===== config.mk =====
export PLATFORM = sky130hd
export DESIGN_NAME = cla_seq_adder_flat
export DESIGN_NICKNAME = d
export VERILOG_FILES = /design/src/rtl/cla_seq_adder_if.sv /design/src/rtl/cla_seq_adder.sv /design/src/flat_wrapper.sv
export SDC_FILE = /design/constraint.sdc
export NUM_CORES = 1
export LEC_CHECK = 0
export BUFFER_PORTS_ARGS = -buffer_cell sky130_fd_sc_hd__buf_4
export CAP_MARGIN = 15
export CELL_PAD_IN_SITES_DETAIL_PLACEMENT = 0
export CELL_PAD_IN_SITES_GLOBAL_PLACEMENT = 1
export CORE_UTILIZATION = 40
export DETAILED_ROUTE_END_ITERATION = 10
export MAX_ROUTING_LAYER = met4
export PLACE_DENSITY_LB_ADDON = 0.12
export SYNTH_ARGS = -nofsm -noshare
export SYNTH_HDL_FRONTEND = slang
export SYNTH_HIERARCHICAL = 1
export SYNTH_SLANG_ARGS = --single-unit

===== constraint.sdc =====
create_clock -name clk -period 6.5 [get_ports clk]
set_clock_uncertainty 0.1 [all_clocks]
set_input_delay 0.325 -clock clk [delete_from_list [all_inputs] [get_ports clk]]
set_output_delay 0.325 -clock clk [all_outputs]
set_load 0.01 [all_outputs]

===== src/rtl/cla_seq_adder_if.sv =====
// Operand/result handshake bundle for cla_seq_adder.
// slave is the adder side, master is the producer/consumer side.
interface cla_seq_adder_if #(
    parameter int NIBBLES = 4
);
    localparam int W = 4 * NIBBLES;

    logic         in_valid;
    logic         in_ready;
    logic [W-1:0] a;
    logic [W-1:0] b;
    logic         sub;
    logic         out_valid;
    logic         out_ready;
    logic [W-1:0] sum;
    logic         cout;
    logic         ovf;

    modport master (
        output in_valid, a, b, sub, out_ready,
        input  in_ready, out_valid, sum, cout, ovf
    );

    modport slave (
        input  in_valid, a, b, sub, out_ready,
        output in_ready, out_valid, sum, cout, ovf
    );
endinterface


===== src/rtl/cla_seq_adder.sv =====
// Wide add/subtract built from one 4-bit carry-lookahead adder stepped
// LSB-first over the operands, one nibble per clock.
module cla (
    input  logic [3:0] a,
    input  logic [3:0] b,
    input  logic       cin,
    output logic [3:0] s,
    output logic       cout
);
    logic [3:0] g;
    logic [3:0] p;
    logic [4:0] c;

    assign g = a & b;
    assign p = a ^ b;

    assign c[0] = cin;
    assign c[1] = g[0] | (p[0] & cin);
    assign c[2] = g[1] | (p[1] & g[0]) | (p[1] & p[0] & cin);
    assign c[3] = g[2] | (p[2] & g[1]) | (p[2] & p[1] & g[0])
                | (p[2] & p[1] & p[0] & cin);
    assign c[4] = g[3] | (p[3] & g[2]) | (p[3] & p[2] & g[1])
                | (p[3] & p[2] & p[1] & g[0])
                | (p[3] & p[2] & p[1] & p[0] & cin);

    assign s    = p ^ c[3:0];
    assign cout = c[4];
endmodule

module cla_seq_adder #(
    parameter int NIBBLES = 4
) (
    input  logic             clk,
    input  logic             rst,
    cla_seq_adder_if.slave   bus
);
    localparam int W  = 4 * NIBBLES;
    localparam int KW = $clog2(NIBBLES + 1);
    localparam logic [KW-1:0] KLAST = KW'(NIBBLES - 1);

    typedef enum logic [1:0] {
        IDLE,
        RUN,
        DONE
    } state_t;

    state_t        state_q;
    state_t        state_d;
    logic [W-1:0]  opa_q;
    logic [W-1:0]  opb_q;
    logic [W-1:0]  sum_q;
    logic          carry_q;
    logic          cout_q;
    logic          ovf_q;
    logic [KW-1:0] k_q;

    logic [3:0]    nib_a;
    logic [3:0]    nib_b;
    logic [3:0]    nib_s;
    logic          nib_c;
    logic          last;

    assign last = (k_q == KLAST);

    // Nibble select as a constant-index compare mux keeps every slice static.
    always_comb begin
        nib_a = '0;
        nib_b = '0;
        for (int unsigned i = 0; i < NIBBLES; i++) begin
            if (k_q == KW'(i)) begin
                nib_a = opa_q[4*i +: 4];
                nib_b = opb_q[4*i +: 4];
            end
        end
    end

    cla u_cla (
        .a    (nib_a),
        .b    (nib_b),
        .cin  (carry_q),
        .s    (nib_s),
        .cout (nib_c)
    );

    always_ff @(posedge clk) begin
        if (rst) begin
            state_q <= IDLE;
        end else begin
            state_q <= state_d;
        end
    end

    always_comb begin
        state_d = state_q;
        unique case (state_q)
            IDLE:    if (bus.in_valid)  state_d = RUN;
            RUN:     if (last)          state_d = DONE;
            DONE:    if (bus.out_ready) state_d = IDLE;
            default:                    state_d = IDLE;
        endcase
    end

    always_ff @(posedge clk) begin
        if (rst) begin
            opa_q   <= '0;
            opb_q   <= '0;
            sum_q   <= '0;
            carry_q <= 1'b0;
            cout_q  <= 1'b0;
            ovf_q   <= 1'b0;
            k_q     <= '0;
        end else begin
            unique case (state_q)
                IDLE: begin
                    if (bus.in_valid) begin
                        opa_q   <= bus.a;
                        opb_q   <= bus.sub ? ~bus.b : bus.b;
                        carry_q <= bus.sub;
                        k_q     <= '0;
                        sum_q   <= '0;
                    end
                end
                RUN: begin
                    for (int unsigned i = 0; i < NIBBLES; i++) begin
                        if (k_q == KW'(i)) begin
                            sum_q[4*i +: 4] <= nib_s;
                        end
                    end
                    carry_q <= nib_c;
                    k_q     <= k_q + KW'(1);
                    // opb_q is already inverted for subtraction, so one rule covers both ops.
                    if (last) begin
                        cout_q <= nib_c;
                        ovf_q  <= (opa_q[W-1] == opb_q[W-1]) && (nib_s[3] != opa_q[W-1]);
                    end
                end
                default: ;
            endcase
        end
    end

    assign bus.in_ready  = (state_q == IDLE);
    assign bus.out_valid = (state_q == DONE);
    assign bus.sum       = sum_q;
    assign bus.cout      = cout_q;
    assign bus.ovf       = ovf_q;
endmodule

===== src/flat_wrapper.sv =====
// flat-port wrapper written by rule: the top's interface ports become plain ports
module cla_seq_adder_flat 
#(
    parameter int NIBBLES = 4
)
  (clk, rst, bus_in_valid, bus_a, bus_b, bus_sub, bus_out_ready, bus_in_ready, bus_out_valid, bus_sum, bus_cout, bus_ovf);
  cla_seq_adder_if #(.NIBBLES(NIBBLES)) bus_i ();
  input  logic clk;
  input  logic rst;
  input wire logic [$bits(bus_i.in_valid)-1:0] bus_in_valid;
  input wire logic [$bits(bus_i.a)-1:0] bus_a;
  input wire logic [$bits(bus_i.b)-1:0] bus_b;
  input wire logic [$bits(bus_i.sub)-1:0] bus_sub;
  input wire logic [$bits(bus_i.out_ready)-1:0] bus_out_ready;
  output wire logic [$bits(bus_i.in_ready)-1:0] bus_in_ready;
  output wire logic [$bits(bus_i.out_valid)-1:0] bus_out_valid;
  output wire logic [$bits(bus_i.sum)-1:0] bus_sum;
  output wire logic [$bits(bus_i.cout)-1:0] bus_cout;
  output wire logic [$bits(bus_i.ovf)-1:0] bus_ovf;
  assign bus_i.in_valid = bus_in_valid;
  assign bus_i.a = bus_a;
  assign bus_i.b = bus_b;
  assign bus_i.sub = bus_sub;
  assign bus_i.out_ready = bus_out_ready;
  assign bus_in_ready = bus_i.in_ready;
  assign bus_out_valid = bus_i.out_valid;
  assign bus_sum = bus_i.sum;
  assign bus_cout = bus_i.cout;
  assign bus_ovf = bus_i.ovf;
  cla_seq_adder #(.NIBBLES(NIBBLES)) u_core (.clk(clk), .rst(rst), .bus(bus_i));
endmodule

# Word level (Yosys, flattened, before mapping)
# Cells that the tools add are included.
# word_totals
ff_bits	56
input_bits	37
out_inout_bits	20
elab_cells	90
# classes
n_addsub	1
n_eq_ne	13
muxes	23
bitwise	30
n_reduce_logical	12
# op_table
op	n
two-way mux 4 bit	12
two-way mux 16 bit	2
case mux 16 bit (2 select lines)	1
AND 1 bit	16
NOT 16 bit	1
AND reduction 3 bit	5
bitwise OR 1 bit	10
!= test 2 x 1 -> 1 bit (second input constant)	4
bitwise XOR 4 bit	2
== test 3 x 2 -> 1 bit (second input constant)	2
two-way mux 2 bit	3
case mux 2 bit (3 select lines)	1
case mux 3 bit (2 select lines)	1
AND reduction 2 bit	3
AND 4 bit	1
!= test 2 bit (second input constant)	2
adder 3 x 1 -> 3 bit (second input constant)	1
== test 3 x 1 -> 1 bit (second input constant)	1
logical NOT 3 bit	1
two-way mux 3 bit	1
== test 2 x 1 -> 1 bit (second input constant)	1
== test 2 bit (second input constant)	1
logical NOT 2 bit	1
case mux 1 bit (2 select lines)	1
other kinds (5)	5

# Depth between registers and ports, before layout
# Gate-level depths: netlist of run 1.
# logic_depth
word_depth	13
ltp_mapped	13
mapped_depth_nobuf	11

# Cells and area by module
# Netlist of run 1, hierarchy kept.
# by_module_without_submodules
module	instances	cells_per_inst	area_each_um2	seq_area_each_um2
cla_seq_adder	1	309	2581.2	1121.1
cla	1	17	147.6	0.0

# Worst setup path after synthesis of run 1
# No wires, ideal clock.
# synth_timing
path_type	register to register
start	register u_core.k_q[1]
end	register u_core.ovf_q, in the netlist u_core/bus.ovf
setup_time_ns	0.086
arrival_time_ns	2.623
required_time_ns	6.314
setup_slack_ns	3.692
path_stages_with_launch	14
n_path_buf	2
synth_period_minus_slack_ns	2.808
path_cell_list	dfxtp_1 -> inv_1 -> ha_1 -> clkbuf_1 -> buf_2 -> a21oi_1 -> o21ai_0 -> a32o_1 -> ha_1 -> a21o_1 -> a31o_1 -> xor2_1 -> a21oi_1 -> a211oi_1
# synth_via
elab_cells_between_ends	26
classes_between	4 x eq/ne; 8 x mux; 11 x bitwise; 3 x reduce/logical
# synth_rtl
element	line_no	text
from (decl)	cla_seq_adder.sv:55	logic [KW-1:0] k_q;
from (signal assigned)	cla_seq_adder.sv:130	k_q <= k_q + KW'(1);
logical NOT 3 bit	cla_seq_adder.sv:70	if (k_q == KW'(i)) begin
two-way mux 4 bit (3 in a row)	cla_seq_adder.sv:70	
two-way mux 4 bit *	cla_seq_adder.sv:70	
named net u_core.nib_a[0]	cla_seq_adder.sv:57	logic [3:0] nib_a;
AND 4 bit or bitwise XOR 4 bit (tied branches)	cla_seq_adder.sv:14, cla_seq_adder.sv:15	
AND 1 bit (on tied branches)	cla_seq_adder.sv:20, cla_seq_adder.sv:21	
bitwise OR 1 bit or AND 1 bit (tied branches)	cla_seq_adder.sv:20, cla_seq_adder.sv:21	
bitwise OR 1 bit *	cla_seq_adder.sv:21	| (p[2] & p[1] & p[0] & cin);
bitwise XOR 4 bit *	cla_seq_adder.sv:26	assign s = p ^ c[3:0];
named net u_core.nib_s[3]	cla_seq_adder.sv:59	logic [3:0] nib_s;
!= test 1 bit *	cla_seq_adder.sv:134	ovf_q <= (opa_q[W-1] == opb_q[W-1]) && (nib_s[3] != opa_q[W-1]);
logical AND 1 bit *	cla_seq_adder.sv:134	
to (signal assigned)	cla_seq_adder.sv:134	
to (decl)	cla_seq_adder.sv:54	logic ovf_q;
# Mark *: on every way through the listed nets, which the timed path passes. The rest lies on a longest branch.
# A chain may end at the register's enable or synchronous reset.

# Worst setup path in the final report of run 1
# layout_timing
start	register u_core.k_q[2]
end	register u_core.ovf_q, in the netlist u_core/bus.ovf
# layout_via
elab_cells_between_ends	26
classes_between	4 x eq/ne; 8 x mux; 11 x bitwise; 3 x reduce/logical
# layout_rtl
element	line_no	text
logical NOT 3 bit	cla_seq_adder.sv:70	
two-way mux 4 bit (3 in a row)	cla_seq_adder.sv:70	
two-way mux 4 bit *	cla_seq_adder.sv:70	
named net u_core.nib_b[0]	cla_seq_adder.sv:58	logic [3:0] nib_b;
AND 4 bit or bitwise XOR 4 bit (tied branches)	cla_seq_adder.sv:14, cla_seq_adder.sv:15	
AND 1 bit (on tied branches)	cla_seq_adder.sv:20, cla_seq_adder.sv:21	
bitwise OR 1 bit or AND 1 bit (tied branches)	cla_seq_adder.sv:20, cla_seq_adder.sv:21	
bitwise OR 1 bit *	cla_seq_adder.sv:21	
bitwise XOR 4 bit *	cla_seq_adder.sv:26	
named net u_core.nib_s[3]	cla_seq_adder.sv:59	
!= test 1 bit *	cla_seq_adder.sv:134	
logical AND 1 bit *	cla_seq_adder.sv:134	
# Marks and branches as above.

==> summary.md, run 1 <==
| Metric | Value |
|---|---|
| Status | finished with violations |
| Failing checks | DRC |
| Final setup viols | 0 |
| DP Worst Slack | 3.252 ns |
| Pin count of the biggest net entering global routing | 57 |
| Seq/Total Area, Yosys | 41.08% |
| DR WL/cell | 14.29 µm |
| Reg-to-Reg End | u_core/bus.ovf |
| CTS resizes | 0 |
| Sequential power share | 52.7% |
| Final net count | 413 |
| CP startpoint kind | flip-flop |
| # IOs | 57 |
| Core ar. | 0.006459 mm² |
| Leakage | 1.259 nW |
| Logic pwr share | 20.1% |
| Design area | 0.003231 mm² |
| CP Cell Sequence | inv_1 > ha_1 > nor2_1 > a32o_1 > ha_1 > a21o_1 > a31o_1 > xor2_1 > a21oi_1 > a211oi_1 |
| Die Ht | 84.60 µm |
| Synth warn | 6 |
| CP max stage cell | nor2_1 |
| Reg2reg start | u_core/k_q[2] |
| Most frequent cells in the layout | buf_4 (57), dfxtp_1 (56), nand2_1 (55), a21oi_1 (43), nor2_1 (25) |
| Clock Latency Late Sink | 0.30 ns |
| Die Area | 0.007156 mm² |
| Final antenna diode count | 0 |
| Fmax | 0.3001 GHz |
| Final Hold Vio Count | 0 |
| Final Max Tran Viols | 0 |
| Unique masters post-synth | 34 |
| Post-Place Cell Area | 0.003138 mm² |
| Root Buffer | clkbuf_8 |
| Share of cells above drive strength 1 | 19.07% |
| GR Overflow Total | 0 |
| Setup bufs post-CTS | 0 |
| Min-delay src | bus_a[15] |
| Worst setup margin | 3.168 ns |
| Pwr Density | 221.5 mW/mm² |
| Clock buffer depth | 2 |
| Area growth syn-to-layout | 18.39% |
| Clock power frac | 27.2% |
| Reg clk slew, reported paths | 0.10 ns |
| Post-route DRC violation count | 5 |
| Drt first pass iters | 8 |
| # hold bufs at CTS | 0 |
| CP Capture Point | u_core/bus.ovf |
| TritonCTS clock tree | yes |
| Number of port buffers | 56 |
| Syn nets | 373 |
| CTS Buf Count | 5 |
| Switching part of the total | 28.30% |
| Crit end category | flip-flop |
| Number of global-route vias before repair | 2117 |
| CTS Sinks | 56 |
| Period Utilization, post-route | 51.27% |
| NetSw | 0.0002025 W |
| Wirelength, routed | 6343 µm |
| Crit Path Category | reg -> reg |
| Critical Path Fanout Max | 13 |
| Relative max-transition margin | 26.43% |
| Max VDD drop | 129.7 µV |
| DP Wirelength | 4376 µm |
| Mapped Avg Cell Area | 8.371 µm² |
| CP dominant cell by count | ha_1 |
| Setup TNS | 0 ns |
| Arrival time worst endpoint | 3.45 ns |
| Reg2Reg Depth | 10 |
| Initial core utilization | 42.25% |
| Most common cell after layout, fill and taps aside | buf_4 |
| GRT Util Overall | 18.57% |
| H-Tree Depth | 2 |
| Critical Path Start | u_core/k_q[2] |
| Final Critical Period | 3.332 ns |
| Die width | 84.60 µm |
| GPL Wtd Cong | 0.7945 |
| RSZ-0062 raised after global routing | false |
| Max Cap Violations | 0 |
| Min-Delay Path Class | in -> reg |
| R2R setup slack | 3.17 ns |
| First-pass GRT wire length | 10290 µm |
| Worst Path Required | 6.62 ns |
| Cell area after synthesis | 0.002729 mm² |
| DR vias/cell | 5.286 |
| Iter 0 DRT Violations | 104 |
| Antenna Violating Nets Remaining | 0 |
| Core Rows | 29 |
| Least-Margin Pin Slew | 1.104 ns |
| Hold Slack | 0.1553 ns |
| Via count | 2347 |
| Cells after synthesis | 326 |
| #FFs+latches synth | 56 |
| Cell-internal power | 0.0005130 W |
| Antenna violations before repair | 0 |
| Crit-path max cell delay | 0.50 ns |
registers in the layout, indices dropped and copies added (netlist names):
register	flops
u_core/bus.ovf	1
u_core/bus.cout	1
u_core/bus.sum	16
u_core/carry_q	1
u_core/k_q	3
u_core/opa_q	16
u_core/state_q	2
u_core/opb_q	16
cell usage after synthesis, drive strengths merged:
| library cell | instances | area, µm² |
|---|---|---|
| xnor2 | 18 | 157.7 |
| a21oi | 43 | 215.2 |
| o21a | 1 | 7.510 |
| o21bai | 1 | 7.510 |
| nor3b | 2 | 26.28 |
| clkbuf | 11 | 41.29 |
| o21ai | 8 | 40.04 |
| ha | 9 | 112.6 |
| nand2b | 10 | 62.56 |
| a21o | 5 | 37.54 |
| and4bb | 3 | 37.54 |
| a2bb2oi | 1 | 8.760 |
| and3b | 1 | 8.760 |
| inv | 7 | 26.28 |
| nand4bb | 3 | 33.78 |
| nand3b | 2 | 18.77 |
| a31o | 1 | 8.760 |
| fa | 1 | 20.02 |
| nand2 | 55 | 206.5 |
| dfxtp | 56 | 1121 |
| nor2 | 25 | 93.84 |
| a211oi | 18 | 135.1 |
| nor2b | 2 | 12.51 |
| or3b | 1 | 8.760 |
| nand3 | 15 | 75.07 |
| o211ai | 1 | 7.510 |
| a22oi | 2 | 15.01 |
| a32o | 10 | 100.1 |
| buf | 13 | 73.82 |
| xor2 | 1 | 8.760 |
metal layers:
layer | wire [µm] | GRT usage, %
met3 | 254 | 3.441
met1 | 3269 | 25.76
met2 | 2785 | 28.09
met4 | 34 | 4.160
met5 | 0 | -
power by group through the flow:
stage                     combinational, W  clock [W]  sequential, W
after floorplan                   0.000102          0       0.000381
after global placement            0.000144          0       0.000385
after detailed placement          0.000145          0       0.000385
after CTS                         0.000145   0.000200       0.000377
after global routing              0.000161   0.000213       0.000380
final                             0.000144   0.000195       0.000377
cell families after synthesis:
kind of cell,Yosys count,share of synthesized area [%]
buffers and inverters,31,5.181
adder cells (fa/ha/maj),10,4.860
flip-flops,56,41.08
XOR/XNOR,19,6.098
AND/OR/NAND/NOR,119,21.41
AO/OA/AOI/OAI,91,21.37
worst min path at each step:
stage / endpoint / slack, ns / depth (start not counted)
floorplan: u_core/opa_q[10] / 0.33 / 2
global placement: u_core/opa_q[11] / 0.35 / 2
detailed placement: u_core/opa_q[11] / 0.35 / 2
global route: u_core/opa_q[1] / 0.16 / 3
finish: u_core/opa_q[15] / 0.16 / 3
CTS: u_core/opa_q[15] / 0.15 / 3
worst max-delay path, delay by kind of cell (launching register included):
family	cells	cell delay (ns)
buffers and inverters	1	0.12
and+or+nand+nor	1	0.50
xor gates and xnor gates	1	0.36
DFF	1	0.47
AOI/OAI and AO/OA	5	1.10
adders and majority gates	2	0.62
final cells by class:
type	instances	area, µm²
Inverter	7	26.28
Clock buffer	6	82.58
Tap cell	77	96.34
Fill cell	659	3228
Multi-Input combinational cell	239	1466
Timing Repair Buffer	57	427.9
Sequential cell	56	1121
Clock inverter	2	10.01
per-stage QoR:
| stage | total power (W) | utilization, % | std cells |
|---|---|---|---|
| after detailed placement | 0.0005300 | 48.59 | 436 |
| after global routing | 0.0007538 | 50.02 | 444 |
| after floorplan | 0.0004830 | - | 326 |
| final | 0.0007155 | 50.02 | 444 |
| after CTS | 0.0007224 | 50.02 | 444 |
| after global placement | 0.0005288 | 48.59 | 436 |
(Power assumes the default switching activity.)
==> inputs of run 2 (changes only) <==
--- a/config.mk
+++ b/config.mk
@@ -9,7 +9,7 @@
 export CAP_MARGIN = 15
 export CELL_PAD_IN_SITES_DETAIL_PLACEMENT = 0
 export CELL_PAD_IN_SITES_GLOBAL_PLACEMENT = 1
-export CORE_UTILIZATION = 40
+export CORE_UTILIZATION = 36
 export DETAILED_ROUTE_END_ITERATION = 10
 export MAX_ROUTING_LAYER = met4
 export PLACE_DENSITY_LB_ADDON = 0.12
==> constraint.sdc (replaced) <==
create_clock -name clk -period 2.9 [get_ports clk]
set_clock_uncertainty 0.1 [all_clocks]
set_input_delay 0.145 -clock clk [delete_from_list [all_inputs] [get_ports clk]]
set_output_delay 0.145 -clock clk [all_outputs]
set_load 0.01 [all_outputs]
==> summary.md, run 2 (synthesis gave the netlist of run 1 again) <==
| Metric | Value |
|---|---|
| Min-Delay Path Class | in -> reg |
| Root Buffer | clkbuf_8 |
| Post-Place Cell Area | 0.003238 mm² (+3.2%) |
| Iter 0 DRT Violations | 74 (-29%) |
| Reg clk slew, reported paths | 0.10 ns (about the same) |
| Most frequent cells in the layout | buf_4 (64), nand2_1 (55), dfxtp_1 (54), a21oi_1 (43), nor2_1 (25) |
| First-pass GRT wire length | 10630 µm (+3.3%) |
| Final setup viols | 0 (unchanged) |
| Via count | 2455 (+4.6%) |
| GR Overflow Total | 0 (unchanged) |
| GRT Util Overall | 18.15% (-0.42 points) |
| DR WL/cell | 14.17 µm (-0.79%) |
| CP startpoint kind | flip-flop |
| Relative max-transition margin | 45.11% (+19 points) |
| Final antenna diode count | 0 (unchanged) |
| Core ar. | 0.007292 mm² (+13%) |
| Worst Path Required | 3.02 ns (-3.60 ns) |
| Period Utilization, post-route | 94.79% (+44 points) |
| Drt first pass iters | 5 (-3) |
| Final net count | 437 (+5.8%) |
| Filler instances | 781 (+19%) |
| Share of cells above drive strength 1 | 21.74% (+2.7 points) |
| Status | completed |
| Area growth syn-to-layout | 30.12% |
| Antenna violations before repair | 0 (unchanged) |
| H-Tree Depth | 2 (unchanged) |
| Clock Latency Late Sink | 0.30 ns (about the same) |
| GPL Wtd Cong | 0.7857 (-1.1%) |
| Design area | 0.003551 mm² (+9.9%) |
| DP Worst Slack | -0.05228 ns (-3.304 ns) |
| Wirelength, routed | 6945 µm (+9.5%) |
| Pin count of the biggest net entering global routing | 57 (unchanged) |
| Final Hold Vio Count | 0 (unchanged) |
| Die Ht | 89.07 µm (+5.3%) |
| Setup bufs post-CTS | 0 (unchanged) |
| RSZ-0062 raised after global routing | false |
| Number of port buffers | 56 (unchanged) |
| Hold Slack | 0.01046 ns (-0.1448 ns) |
| Number of global-route vias before repair | 2105 (-0.57%) |
| Final Max Tran Viols | 0 (unchanged) |
| TritonCTS clock tree | yes |
| CTS Buf Count | 5 (unchanged) |
| DR vias/cell | 5.010 (-5.2%) |
| Post-route DRC violation count | 0 (-5) |
| DP Wirelength | 4682 µm (+7.0%) |
| Core Rows | 31 (+6.9%) |
| Critical Path Fanout Max | 8 (-5) |
| Arrival time worst endpoint | 2.87 ns (-0.58 ns) |
| Setup TNS | 0 ns (unchanged) |
| Crit end category | flip-flop |
| Worst setup margin | 0.1512 ns (-3.016 ns) |
| Crit Path Category | reg -> reg |
| Least-Margin Pin Slew | 0.8224 ns (-0.2812 ns) |
| CTS Sinks | 56 (unchanged) |
| Fmax | 0.3638 GHz (+21%) |
| Antenna Violating Nets Remaining | 0 (unchanged) |
| Final Critical Period | 2.749 ns (-0.5835 ns) |
| # IOs | 57 (unchanged) |
| Max VDD drop | 216.1 µV (+67%) |
| Register area | 0.001124 mm² (+0.22%) |
| Leakage | 1.376 nW (+9.2%) |
| Die Area | 0.007933 mm² (+11%) |
| Most common cell after layout, fill and taps aside | buf_4 |
| Clock buffer depth | 2 (unchanged) |
| Pwr Density | 486.1 mW/mm² (+120%) |
| Initial core utilization | 37.42% (-4.8 points) |
| Die width | 89.07 µm (+5.3%) |
| Footprint of the multi-input gates | 0.001509 mm² (+2.9%) |
| Max Cap Violations | 0 (unchanged) |
## run 2: cell types whose count changed in the layout (fill, tap and decap cells not counted), sizes merged
cell | before | now
dlygate4sd3 | 0 | 16
bufinv | 0 | 1
buf | 57 | 65
clkinv | 2 | 1
## run 2: worst max-delay path, cell delays in order (launching register included)
cell	delay, ns
dfxtp_2	0.38
ha_1	0.18
ha_2	0.24
nor2_1	0.06
buf_4	0.16
a32o_1	0.27
ha_1	0.28
a21o_1	0.19
a31o_1	0.26
xor2_2	0.17
nand3b_1	0.16
a211oi_1	0.21
## run 2: through the flow
step	instances	total power [W]	util (%)
after global routing	490	0.001816	48.70
after global placement	466	0.001210	44.41
after CTS	490	0.001734	48.15
final	490	0.001726	48.70
after floorplan	326	0.001083	-
after detailed placement	466	0.001214	44.41
## run 2: cell type report
class / count / share of cell area, %
Tap cell: 99 / 3.488
Inverter: 7 / 0.7400
Multi-Input combinational cell: 239 / 42.49
Timing Repair Buffer: 81 / 18.60
Clock buffer: 6 / 2.044
Sequential cell: 56 / 31.64
Clock inverter: 2 / 0.9866
## run 2: routing by layer
layer  wire (µm)  part of all wire (%)  GRT usage, %
met1        3453                    50         25.08
met2        3143                    45         27.62
met3         293                   4.2         3.139
met4          55                  0.79         4.329
met5           0                     0             -
## run 2: final timing paths
path	startpoint	end	slack, ns	depth (start not counted)
worst min-delay path	bus_out_ready	u_core/state_q[1]	0.01	3
worst max-delay path	u_core/k_q[1]	u_core/bus.ovf	0.15	11
worst max register to register	u_core/k_q[1]	u_core/bus.ovf	0.15	11
worst min register to register	u_core/opa_q[2]	u_core/opa_q[2]	0.36	2
## run 2: report_power, final
group | total [W] | switching (W) | leakage, nW | internal (W)
Clock | 0.000503 | 0.000246 | 0.0552 | 0.000257
Sequential | 0.000848 | 0.0000337 | 0.459 | 0.000814
Combinational | 0.000375 | 0.000193 | 0.861 | 0.000182
## run 2: timing repair
item                                    CTS  global route
endpoints found under the setup margin    6            12
hold endpoints to repair                 16             0
gates resized for setup                   2             8
hold buffers                             16             0
==> inputs of run 3 (changes only) <==
--- a/config.mk
+++ b/config.mk
@@ -6,9 +6,10 @@
 export NUM_CORES = 1
 export LEC_CHECK = 0
 export BUFFER_PORTS_ARGS = -buffer_cell sky130_fd_sc_hd__buf_4
-export CAP_MARGIN = 15
+export CAP_MARGIN = 20
 export CELL_PAD_IN_SITES_DETAIL_PLACEMENT = 0
 export CELL_PAD_IN_SITES_GLOBAL_PLACEMENT = 1
+export CORE_ASPECT_RATIO = 0.75
 export CORE_UTILIZATION = 36
 export DETAILED_ROUTE_END_ITERATION = 10
 export MAX_ROUTING_LAYER = met4
==> summary.md, run 3 (synthesis gave the netlist of run 1 again) <==
| Metric | Value |
|---|---|
| Die Area | 0.007936 mm² (about the same) |
| Fmax | 0.3625 GHz (-0.35%) |
| Reg clk slew, reported paths | 0.10 ns (about the same) |
| Hold Slack | 0.009462 ns (-0.0009968 ns) |
| First-pass GRT wire length | 10610 µm (-0.25%) |
| Number of port buffers | 56 (unchanged) |
| Status | completed |
| Area growth syn-to-layout | 30.08% (about the same) |
| Clock buffer depth | 2 (unchanged) |
| Non-filler instance count after layout | 492 (+0.41%) |
| Min-Delay Path Class | in -> reg |
| Max Cap Violations | 0 (unchanged) |
| Via count | 2420 (-1.4%) |
| Final Max Tran Viols | 0 (unchanged) |
| DR WL/cell | 13.47 µm (-5.0%) |
| Relative max-transition margin | 60.30% (+15 points) |
| Pin count of the biggest net entering global routing | 57 (unchanged) |
| Root Buffer | clkbuf_8 |
| Final net count | 437 (unchanged) |
| Filler instances | 742 (-5.0%) |
| CP max stage cell | dfxtp_2 |
| DR vias/cell | 4.919 (-1.8%) |
| Share of cells above drive strength 1 | 21.23% (-0.51 points) |
| Crit Path Category | reg -> reg |
| Critical Path Fanout Max | 8 (unchanged) |
| Number of global-route vias before repair | 2121 (+0.76%) |
| Initial core utilization | 37.22% (-0.20 points) |
| Antenna violations before repair | 0 (unchanged) |
| CP startpoint kind | flip-flop |
| Max VDD drop | 217.3 µV (+0.54%) |
| DP Wirelength | 4580 µm (-2.2%) |
| Antenna Violating Nets Remaining | 0 (unchanged) |
| CP Cell Sequence | ha_1 > ha_2 > nor2_1 > buf_4 > a32o_1 > ha_1 > a21o_1 > a31o_1 > xor2_1 > nand3b_1 > a211oi_1 |
| CTS Buf Count | 5 (unchanged) |
| Core Rows | 27 (-13%) |
| Register area | 0.001124 mm² (unchanged) |
| Reg2Reg Depth | 11 (unchanged) |
| Leakage | 1.379 nW (+0.23%) |
| Setup TNS | 0 ns (unchanged) |
| GPL Wtd Cong | 0.8233 (+4.8%) |
| Post-route DRC violation count | 0 (unchanged) |
| Pwr Density | 498.2 mW/mm² (+2.5%) |
| Wirelength, routed | 6625 µm (-4.6%) |
| Core ar. | 0.007331 mm² (+0.53%) |
| Drt first pass iters | 4 (-1) |
| Footprint of the multi-input gates | 0.001496 mm² (-0.83%) |
| Final Critical Period | 2.758 ns (+0.009538 ns) |
| # IOs | 57 (unchanged) |
| Clock Latency Late Sink | 0.31 ns (about the same) |
| H-Tree Depth | 2 (unchanged) |
| Most frequent cells in the layout | buf_4 (64), nand2_1 (55), dfxtp_1 (54), a21oi_1 (43), nor2_1 (25) |
| Iter 0 DRT Violations | 100 (+35%) |
| Least-Margin Pin Slew | 0.5955 ns (-0.2269 ns) |
| Final antenna diode count | 0 (unchanged) |
| Final Hold Vio Count | 0 (unchanged) |
| Arrival time worst endpoint | 2.89 ns (+0.02 ns) |
| Die width | 102.5 µm (+15%) |
| Die Ht | 77.40 µm (-13%) |
| Crit end category | flip-flop |
| Crit-path max cell delay | 0.38 ns (about the same) |
| Final setup viols | 0 (unchanged) |
| TritonCTS clock tree | yes |
| Hold Crit Depth | 3 (unchanged) |
| Period Utilization, post-route | 95.12% (+0.33 points) |
| CP dominant cell by count | ha_1 |
| Most common cell after layout, fill and taps aside | buf_4 |
| CTS Sinks | 56 (unchanged) |
| DP Cell Count | 467 (+0.21%) |
| GR Overflow Total | 0 (unchanged) |
| GRT Util Overall | 17.76% (-0.38 points) |
| Worst Path Required | 3.03 ns (about the same) |
run 3: per-stage QoR:
step           util (%)  total power [W]  setup WS [ns]  instance area, µm²
3_5_place_dp      43.93         0.001206       -0.02051                3221
6_report          48.42         0.001768         0.1417                3550
2_1_floorplan         -         0.001083        0.09195                2729
3_3_place_gp      43.93         0.001204         0.1272                3221
5_1_grt           48.42         0.001860      -0.005248                3550
4_1_cts           48.05         0.001784        0.07620                3522
run 3: worst paths after layout:
kind	from	to	slack [ns]
worst max-delay path	u_core/k_q[1]	u_core/bus.ovf	0.14
worst min-delay path	bus_b[0]	u_core/opb_q[0]	0.009
worst max register to register	u_core/k_q[1]	u_core/bus.ovf	0.14
worst min register to register	u_core/opa_q[2]	u_core/opa_q[2]	0.36
run 3: where the power goes:
part	total (W)	switching, W	internal (W)
combinational	0.000361	0.000185	0.000176
sequential	0.000848	0.0000340	0.000814
clock	0.000559	0.000254	0.000305
total	0.00177	0.000472	0.00130
run 3: layout make-up:
type | count | area share [%]
inverters | 7 | 0.7402
clock inverters | 1 | 0.8460
well taps | 101 | 3.560
flip-flops and latches | 56 | 31.65
repair buffers | 81 | 18.33
multi-input cells | 239 | 42.16
clock buffers | 7 | 2.714
run 3: worst max-delay path, delay by kind of cell, from the launching register on:
kind,cells,cell delay [ns]
fa+ha+maj,3,0.68
simple gates,2,0.25
compound gates,4,0.93
xor+xnor,1,0.16
flops,1,0.38
buf+inv,1,0.16
run 3: repair_timing:
action,CTS,global route
resized for setup,2,6
setup endpoints to repair,2,8
hold buffers,17,0
hold endpoints to repair,17,0
setup buffers,0,0
run 3: per-layer routing:
layer  global-route usage [%]  up-vias  share of wire, %
li1                         -     1265                 -
met1                    26.55     1095                53
met2                    24.27       52                42
met3                    3.063        8               4.7
met4                    4.714        0              0.89
met5                        -        -                 0
